$ cat src/rtl/jbi_jpack_flow_ctl_if.sv
// Handshake bundle between the inbound queue trackers and the AOK/DOK flow-control block.
// The master side drives the enqueue/dequeue strobes and busy; the slave side returns requests and status.
interface jbi_jpack_flow_ctl_if #(
  parameter int unsigned CW = 5
);
  logic          hdr_enq;
  logic          hdr_deq;
  logic          dat_enq;
  logic          dat_deq;
  logic          jpack_busy;
  logic          send_aok_off;
  logic          send_dok_off;
  logic          send_aok_on;
  logic          send_dok_on;
  logic          aok_state;
  logic          dok_state;
  logic [CW-1:0] hdr_cnt;
  logic [CW-1:0] dat_cnt;
  logic          cnt_ovf_err;
  logic          cnt_unf_err;

  modport master (
    output hdr_enq, hdr_deq, dat_enq, dat_deq, jpack_busy,
    input  send_aok_off, send_dok_off, send_aok_on, send_dok_on,
    input  aok_state, dok_state, hdr_cnt, dat_cnt, cnt_ovf_err, cnt_unf_err
  );

  modport slave (
    input  hdr_enq, hdr_deq, dat_enq, dat_deq, jpack_busy,
    output send_aok_off, send_dok_off, send_aok_on, send_dok_on,
    output aok_state, dok_state, hdr_cnt, dat_cnt, cnt_ovf_err, cnt_unf_err
  );
endinterface

$ cat src/rtl/jbi_jpack_flow_ctl.sv
// AOK/DOK flow-control request generator: tracks header/data queue occupancy and
// issues at most one hysteresis-driven on/off request per cycle to the J_PACK_OUT generator.
module jbi_jpack_flow_ctl #(
  parameter int unsigned CW         = 5,
  parameter int unsigned HDR_DEPTH  = 16,
  parameter int unsigned HDR_OFF_TH = 12,
  parameter int unsigned HDR_ON_TH  = 8,
  parameter int unsigned DAT_DEPTH  = 16,
  parameter int unsigned DAT_OFF_TH = 12,
  parameter int unsigned DAT_ON_TH  = 8
) (
  input  logic               clk,
  input  logic               rst,
  jbi_jpack_flow_ctl_if.slave bus
);

  localparam int unsigned NREQ = 4;

  localparam logic [CW-1:0] HDR_FULL   = CW'(HDR_DEPTH);
  localparam logic [CW-1:0] HDR_OFF_C  = CW'(HDR_OFF_TH);
  localparam logic [CW-1:0] HDR_ON_C   = CW'(HDR_ON_TH);
  localparam logic [CW-1:0] DAT_FULL   = CW'(DAT_DEPTH);
  localparam logic [CW-1:0] DAT_OFF_C  = CW'(DAT_OFF_TH);
  localparam logic [CW-1:0] DAT_ON_C   = CW'(DAT_ON_TH);
  localparam logic [CW-1:0] CNT_ZERO   = '0;
  localparam logic [CW-1:0] CNT_ONE    = CW'(1);

  // Request selected for issue this cycle; list order is arbitration priority.
  typedef enum logic [2:0] {
    REQ_NONE    = 3'd0,
    REQ_AOK_OFF = 3'd1,
    REQ_DOK_OFF = 3'd2,
    REQ_AOK_ON  = 3'd3,
    REQ_DOK_ON  = 3'd4
  } req_e;

  // One-hot send register bit positions.
  localparam int unsigned S_AOK_OFF = 0;
  localparam int unsigned S_DOK_OFF = 1;
  localparam int unsigned S_AOK_ON  = 2;
  localparam int unsigned S_DOK_ON  = 3;

  logic [CW-1:0]   hdr_cnt_q, hdr_cnt_d;
  logic [CW-1:0]   dat_cnt_q, dat_cnt_d;
  logic            aok_q, aok_d;
  logic            dok_q, dok_d;
  logic [NREQ-1:0] send_q, send_d;
  logic            ovf_q, ovf_d;
  logic            unf_q, unf_d;

  logic            hdr_ovf, hdr_unf;
  logic            dat_ovf, dat_unf;
  logic            need_aok_off, need_aok_on;
  logic            need_dok_off, need_dok_on;
  req_e            sel;

  // Header occupancy: simultaneous enq+deq is a no-op even at the limits.
  always_comb begin
    hdr_cnt_d = hdr_cnt_q;
    hdr_ovf   = 1'b0;
    hdr_unf   = 1'b0;
    unique case ({bus.hdr_enq, bus.hdr_deq})
      2'b10: begin
        if (hdr_cnt_q == HDR_FULL) hdr_ovf   = 1'b1;
        else                       hdr_cnt_d = hdr_cnt_q + CNT_ONE;
      end
      2'b01: begin
        if (hdr_cnt_q == CNT_ZERO) hdr_unf   = 1'b1;
        else                       hdr_cnt_d = hdr_cnt_q - CNT_ONE;
      end
      default: ;
    endcase
  end

  // Data occupancy, same rules as the header channel.
  always_comb begin
    dat_cnt_d = dat_cnt_q;
    dat_ovf   = 1'b0;
    dat_unf   = 1'b0;
    unique case ({bus.dat_enq, bus.dat_deq})
      2'b10: begin
        if (dat_cnt_q == DAT_FULL) dat_ovf   = 1'b1;
        else                       dat_cnt_d = dat_cnt_q + CNT_ONE;
      end
      2'b01: begin
        if (dat_cnt_q == CNT_ZERO) dat_unf   = 1'b1;
        else                       dat_cnt_d = dat_cnt_q - CNT_ONE;
      end
      default: ;
    endcase
  end

  // Needs derive from registered state, so a request drops as soon as its state bit flips.
  always_comb begin
    need_aok_off = aok_q  && (hdr_cnt_q >= HDR_OFF_C);
    need_aok_on  = !aok_q && (hdr_cnt_q <= HDR_ON_C);
    need_dok_off = dok_q  && (dat_cnt_q >= DAT_OFF_C);
    need_dok_on  = !dok_q && (dat_cnt_q <= DAT_ON_C);
  end

  // Fixed-priority arbitration, suppressed entirely while downstream is busy.
  always_comb begin
    sel = REQ_NONE;
    if (!bus.jpack_busy) begin
      if      (need_aok_off) sel = REQ_AOK_OFF;
      else if (need_dok_off) sel = REQ_DOK_OFF;
      else if (need_aok_on)  sel = REQ_AOK_ON;
      else if (need_dok_on)  sel = REQ_DOK_ON;
    end
  end

  // Next-state for send pulses, AOK/DOK state bits and error pulses.
  always_comb begin
    send_d = '0;
    aok_d  = aok_q;
    dok_d  = dok_q;
    ovf_d  = hdr_ovf | dat_ovf;
    unf_d  = hdr_unf | dat_unf;
    unique case (sel)
      REQ_AOK_OFF: begin
        send_d[S_AOK_OFF] = 1'b1;
        aok_d             = 1'b0;
      end
      REQ_DOK_OFF: begin
        send_d[S_DOK_OFF] = 1'b1;
        dok_d             = 1'b0;
      end
      REQ_AOK_ON: begin
        send_d[S_AOK_ON] = 1'b1;
        aok_d            = 1'b1;
      end
      REQ_DOK_ON: begin
        send_d[S_DOK_ON] = 1'b1;
        dok_d            = 1'b1;
      end
      default: ;
    endcase
  end

  always_ff @(posedge clk or posedge rst) begin
    if (rst) begin
      hdr_cnt_q <= '0;
      dat_cnt_q <= '0;
      aok_q     <= 1'b1;
      dok_q     <= 1'b1;
      send_q    <= '0;
      ovf_q     <= 1'b0;
      unf_q     <= 1'b0;
    end else begin
      hdr_cnt_q <= hdr_cnt_d;
      dat_cnt_q <= dat_cnt_d;
      aok_q     <= aok_d;
      dok_q     <= dok_d;
      send_q    <= send_d;
      ovf_q     <= ovf_d;
      unf_q     <= unf_d;
    end
  end

  assign bus.send_aok_off = send_q[S_AOK_OFF];
  assign bus.send_dok_off = send_q[S_DOK_OFF];
  assign bus.send_aok_on  = send_q[S_AOK_ON];
  assign bus.send_dok_on  = send_q[S_DOK_ON];
  assign bus.aok_state    = aok_q;
  assign bus.dok_state    = dok_q;
  assign bus.hdr_cnt      = hdr_cnt_q;
  assign bus.dat_cnt      = dat_cnt_q;
  assign bus.cnt_ovf_err  = ovf_q;
  assign bus.cnt_unf_err  = unf_q;

endmodule

$ cat src/flat_wrapper.sv
// flat-port wrapper written by rule: the top's interface ports become plain ports
module jbi_jpack_flow_ctl_flat 
#(
  parameter int unsigned CW         = 5,
  parameter int unsigned HDR_DEPTH  = 16,
  parameter int unsigned HDR_OFF_TH = 12,
  parameter int unsigned HDR_ON_TH  = 8,
  parameter int unsigned DAT_DEPTH  = 16,
  parameter int unsigned DAT_OFF_TH = 12,
  parameter int unsigned DAT_ON_TH  = 8
)
  (clk, rst, bus_hdr_enq, bus_hdr_deq, bus_dat_enq, bus_dat_deq, bus_jpack_busy, bus_send_aok_off, bus_send_dok_off, bus_send_aok_on, bus_send_dok_on, bus_aok_state, bus_dok_state, bus_hdr_cnt, bus_dat_cnt, bus_cnt_ovf_err, bus_cnt_unf_err);
  jbi_jpack_flow_ctl_if #(.CW(CW)) bus_i ();
  input  logic clk;
  input  logic rst;
  input wire logic [$bits(bus_i.hdr_enq)-1:0] bus_hdr_enq;
  input wire logic [$bits(bus_i.hdr_deq)-1:0] bus_hdr_deq;
  input wire logic [$bits(bus_i.dat_enq)-1:0] bus_dat_enq;
  input wire logic [$bits(bus_i.dat_deq)-1:0] bus_dat_deq;
  input wire logic [$bits(bus_i.jpack_busy)-1:0] bus_jpack_busy;
  output wire logic [$bits(bus_i.send_aok_off)-1:0] bus_send_aok_off;
  output wire logic [$bits(bus_i.send_dok_off)-1:0] bus_send_dok_off;
  output wire logic [$bits(bus_i.send_aok_on)-1:0] bus_send_aok_on;
  output wire logic [$bits(bus_i.send_dok_on)-1:0] bus_send_dok_on;
  output wire logic [$bits(bus_i.aok_state)-1:0] bus_aok_state;
  output wire logic [$bits(bus_i.dok_state)-1:0] bus_dok_state;
  output wire logic [$bits(bus_i.hdr_cnt)-1:0] bus_hdr_cnt;
  output wire logic [$bits(bus_i.dat_cnt)-1:0] bus_dat_cnt;
  output wire logic [$bits(bus_i.cnt_ovf_err)-1:0] bus_cnt_ovf_err;
  output wire logic [$bits(bus_i.cnt_unf_err)-1:0] bus_cnt_unf_err;
  assign bus_i.hdr_enq = bus_hdr_enq;
  assign bus_i.hdr_deq = bus_hdr_deq;
  assign bus_i.dat_enq = bus_dat_enq;
  assign bus_i.dat_deq = bus_dat_deq;
  assign bus_i.jpack_busy = bus_jpack_busy;
  assign bus_send_aok_off = bus_i.send_aok_off;
  assign bus_send_dok_off = bus_i.send_dok_off;
  assign bus_send_aok_on = bus_i.send_aok_on;
  assign bus_send_dok_on = bus_i.send_dok_on;
  assign bus_aok_state = bus_i.aok_state;
  assign bus_dok_state = bus_i.dok_state;
  assign bus_hdr_cnt = bus_i.hdr_cnt;
  assign bus_dat_cnt = bus_i.dat_cnt;
  assign bus_cnt_ovf_err = bus_i.cnt_ovf_err;
  assign bus_cnt_unf_err = bus_i.cnt_unf_err;
  jbi_jpack_flow_ctl #(.CW(CW), .HDR_DEPTH(HDR_DEPTH), .HDR_OFF_TH(HDR_OFF_TH), .HDR_ON_TH(HDR_ON_TH), .DAT_DEPTH(DAT_DEPTH), .DAT_OFF_TH(DAT_OFF_TH), .DAT_ON_TH(DAT_ON_TH)) u_core (.clk(clk), .rst(rst), .bus(bus_i));
endmodule
$ cat config.mk
export PLATFORM = sky130hd
export DESIGN_NAME = jbi_jpack_flow_ctl_flat
export DESIGN_NICKNAME = d
export VERILOG_FILES = /design/src/rtl/jbi_jpack_flow_ctl_if.sv /design/src/rtl/jbi_jpack_flow_ctl.sv /design/src/flat_wrapper.sv
export SDC_FILE = /design/constraint.sdc
export NUM_CORES = 1
export LEC_CHECK = 0
export ABC_AREA = 1
export CORE_MARGIN = 10
export CORE_UTILIZATION = 53
export CTS_CLUSTER_SIZE = 16
export DETAILED_ROUTE_END_ITERATION = 10
export PLACE_DENSITY = 0.83
export SETUP_SLACK_MARGIN = 0.15
export SKIP_CTS_REPAIR_TIMING = 1
export SLEW_MARGIN = 20
export SYNTH_ARGS = -nofsm -noshare
export SYNTH_HDL_FRONTEND = slang
export SYNTH_SLANG_ARGS = --single-unit
$ cat constraint.sdc
create_clock -name clk -period 4.2 [get_ports clk]
set_input_delay 0.63 -clock clk [delete_from_list [all_inputs] [get_ports clk]]
set_output_delay 0.63 -clock clk [all_outputs]
set_load 0.005 [all_outputs]
==> results <==
- The largest individual stage delay along the critical path comes from the cell clkdlybuf4s50_1.
- The number of global-route vias before repair is 986.
- In this run the vertical extent of the chip is 66.5 um.
- In the final layout, the share of cells above drive strength 1 is 10.7%.
- Data on the critical path is required at its endpoint by 4410 ps.
- The gate count after technology mapping is 141.
- The final setup skew is 12.0 ps.
- Walking the worst path, the cells encountered are clkdlybuf4s50_1 -> ha_1 -> inv_1 -> fa_1 -> inv_1 -> nand2_1 -> nand2_1 -> nand2_1 -> nand2_1 -> or2_0 -> nand2_1 -> nand2_1 -> nand2_1.
- The clock reaches the later pin of the worst-skew pair after 300 ps.
- The delay of the slowest critical-path stage is 480 ps.
- The share of the Yosys chip area taken by registers is 39.5%.
- The source of the critical timing path is bus_hdr_deq.
- Of the available clock period, the critical path in the final layout requires 54.4%.
- After synthesis, the largest area contributor takes up 34.9% of total cell area.
- The row count is 16.
- In this run the worst path has a maximum fanout of 6.
- The area of the core region is 2000 um^2.
- In the routed layout, each cell is associated on average with a via count of 5.10.
- The setup violation total in the final timing report is 0.
- The number of antenna-violating nets in the routed design is 0.
- The number of register bits inferred by synthesis is 18.
- The pin count of the biggest net entering global routing is 19.
- The clock period minus final worst setup slack is 2290 ps.
- The maximum frequency from static timing analysis is 0.437 GHz.
- The first-pass GRT wire length is 4110 um.
- The clock buffer count from CTS is 3.
- TritonCTS built the clock tree.
- The startpoint kind of the worst setup timing path is a primary input.
- The depth of the CTS H-tree is 1.
- Setup total negative slack on the finished layout was measured at 0 ps.
- For this design the ratio of total power to cell area is 677 nW/um^2.
- 25 I/O pins were placed.
- The slew at the pin closest to its max-slew limit is 705 ps.
- The completed layout was analyzed and its total power is 0.986 mW.
- In this design, the critical path's most frequently occurring cell is nand2_1.
- The final global-route overflow total is 0.
- Clock-pin slew was measured on the worst setup and hold paths at 110 ps.
- The root buffer cell chosen for the clock tree is clkbuf_4.
- On the critical path the largest part of the delay comes from adder cells.
- The count of buffers inserted at the top-level ports is 24.
- From synthesis to final layout, the design area changed by 27.1%.
- After synthesis, the cell types taking the most area are dfrtp_1, nand2_1, ha_1.
- The placer congestion estimate is 0.772.
- CTS saw 18 sinks.
- The number of hold violations in the final report is 0.
- Headroom to the max-slew limit came out at 53.0%.
- The number of antenna violations at the first check in global routing was 0.
- The aggregate global-route resource usage is 11.3%.
- The final-report max-slew violation count is 0.
- The routed layout has 1000 vias.
- Summed over all layers, the routed wires come to 2520 um.
- After detailed routing, the average wire length per cell comes to 12.9 um.
- The full die area is 4420 um^2.
- The endpoint kind of the worst setup timing path is a flip-flop.
- The number of nets in the synthesized netlist is 160.
- The worst path buffer plus inverter count is 3.
- The path class of the tightest hold or removal check is flip-flop to flip-flop.
- The top cell type by total area after synthesis is dfrtp_1.
- Summed over all cells, the static leakage comes to 0.792 nW.
- The number of warnings reported in the yosys synthesis log is 0.
- The initial detailed-routing violation count is 50.
- The total iterations of the first detailed-routing run is 4.
- For the worst setup path, the data arrival time is 2490 ps.
- The flow ran to the end, and the final reports show no timing, DRC or antenna violations.
- Summing every instance area after synthesis gives 1150 um^2.
- The path type of the worst setup path is primary input to flip-flop.
- The startpoint identified for the worst hold timing path is u_core.bus.dok_state.
- The worst supply voltage drop on vdd is 0.421 mV.
- The number of antenna diodes in the final layout is 0.
- The worst register-to-register path begins at u_core.bus.hdr_cnt[0].
- The number of different library cells used by synthesis comes to 21.
- The tool flagged a number of max-cap violations equal to 0.
- The detailed placer's ending HPWL is 2060 um.
- For this run, design rule violations remaining after detail routing come to 0.
- Setup repair after global routing left no endpoint under its margin.
- Averaged over all synthesized cells, the footprint is 8.13 um^2.
- The die width is 66.5 um.
- The fill cell total of the finished layout is 152.
- In the final design database the tool counted 189 nets.
- In this run the deepest clock path goes through 2 buffers.
- The area of all sequential standard cells is 453 um^2.
- The area occupied by multi-input gates is 603 um^2.
- For this configuration, the core starts out at a cell density of 57.2%.
==> metrics by stage <==
stage / util (%) / setup slack, ps / cells / hold WS [ps] / instance area, um^2
finish: 72.8 / 1910 / 196 / 497 / 1460
global route: 72.8 / 1760 / 196 / 513 / 1460
CTS: 72.8 / 1890 / 196 / 500 / 1460
detailed placement: 70.9 / 1580 / 192 / 485 / 1420
global placement: 70.9 / 1650 / 192 / 476 / 1420
floorplan: - / 2240 / 141 / 466 / 1150
==> worst reg2reg max path: cells and delay by family (launching register included) <==
family | cells | cell delay, ps
simple gates | 8 | 500
fa+ha+maj | 1 | 450
flops | 1 | 430
buf+inv | 2 | 160
==> final cells by class <==
type / count / area share (%)
multi-input cells: 99 / 41.4
well taps: 27 / 2.32
inverters: 24 / 6.19
clock buffers: 4 / 2.49
flip-flops and latches: 18 / 31.1
repair buffers: 24 / 16.5
==> registers in the layout, indices dropped and copies added (netlist names) <==
name,cells
u_core.bus.hdr_cnt,5
u_core.send_q,4
u_core.bus.dok_state,1
u_core.bus.cnt_ovf_err,1
u_core.bus.cnt_unf_err,1
u_core.bus.dat_cnt,5
u_core.bus.aok_state,1
==> power by group <==
group	internal, mW	switching, mW	total [mW]
logic	0.272	0.258	0.530
clock network	0.0529	0.0555	0.108
registers	0.254	0.0932	0.347
total	0.579	0.406	0.986
==> cell usage after synthesis, drive strengths merged <==
master / instances
nand3: 6
nor2: 8
dfrtp: 16
nand4: 4
or2: 1
xor2: 2
dfstp: 2
o21ai: 3
nand3b: 1
inv: 24
nor3: 1
xnor2: 6
ha: 10
fa: 2
a21oi: 3
nand2: 52
==> placed cells by master, fill, tap and decap left out, types with 4 or more instances in the layout <==
cell type / n
nand2_1: 49
clkdlybuf4s50_1: 24
xnor2_1: 6
nor2_1: 4
ha_1: 10
nand3_1: 6
inv_1: 22
dfrtp_1: 16
==> final timing paths <==
path | slack (ps) | to | cells past startpoint
max | 1910 | u_core.bus.hdr_cnt[4] | 13
min | 500 | u_core.bus.dok_state | 2
max reg2reg | 2580 | u_core.bus.hdr_cnt[4] | 11
min reg2reg | 500 | u_core.bus.dok_state | 2
max in group asynchronous | 3020 | u_core.bus.dat_cnt[3] | 2
min in group asynchronous | 730 | u_core.bus.dat_cnt[4] | 2
==> cells by family after synthesis <==
| logic type | synth area share, % |
|---|---|
| AOI/OAI and AO/OA | 2.62 |
| and+or+nand+nor | 29.5 |
| xor gates and xnor gates | 6.11 |
| buffers and inverters | 7.86 |
| DFF | 39.5 |
| adders and majority gates | 14.4 |
==> metal layers <==
| metal | share of wire (%) | global-route usage (%) | vias to the layer above | wire [um] |
|---|---|---|---|---|
| li1 | - | - | 490 | - |
| met1 | 40 | 12.2 | 463 | 1010 |
| met2 | 50 | 20.3 | 38 | 1270 |
| met3 | 8.1 | 3.18 | 9 | 203 |
| met4 | 1.7 | 4.45 | 0 | 44 |
| met5 | 0 | 0 | - | 0 |
Power figures use the tool's default switching activity.
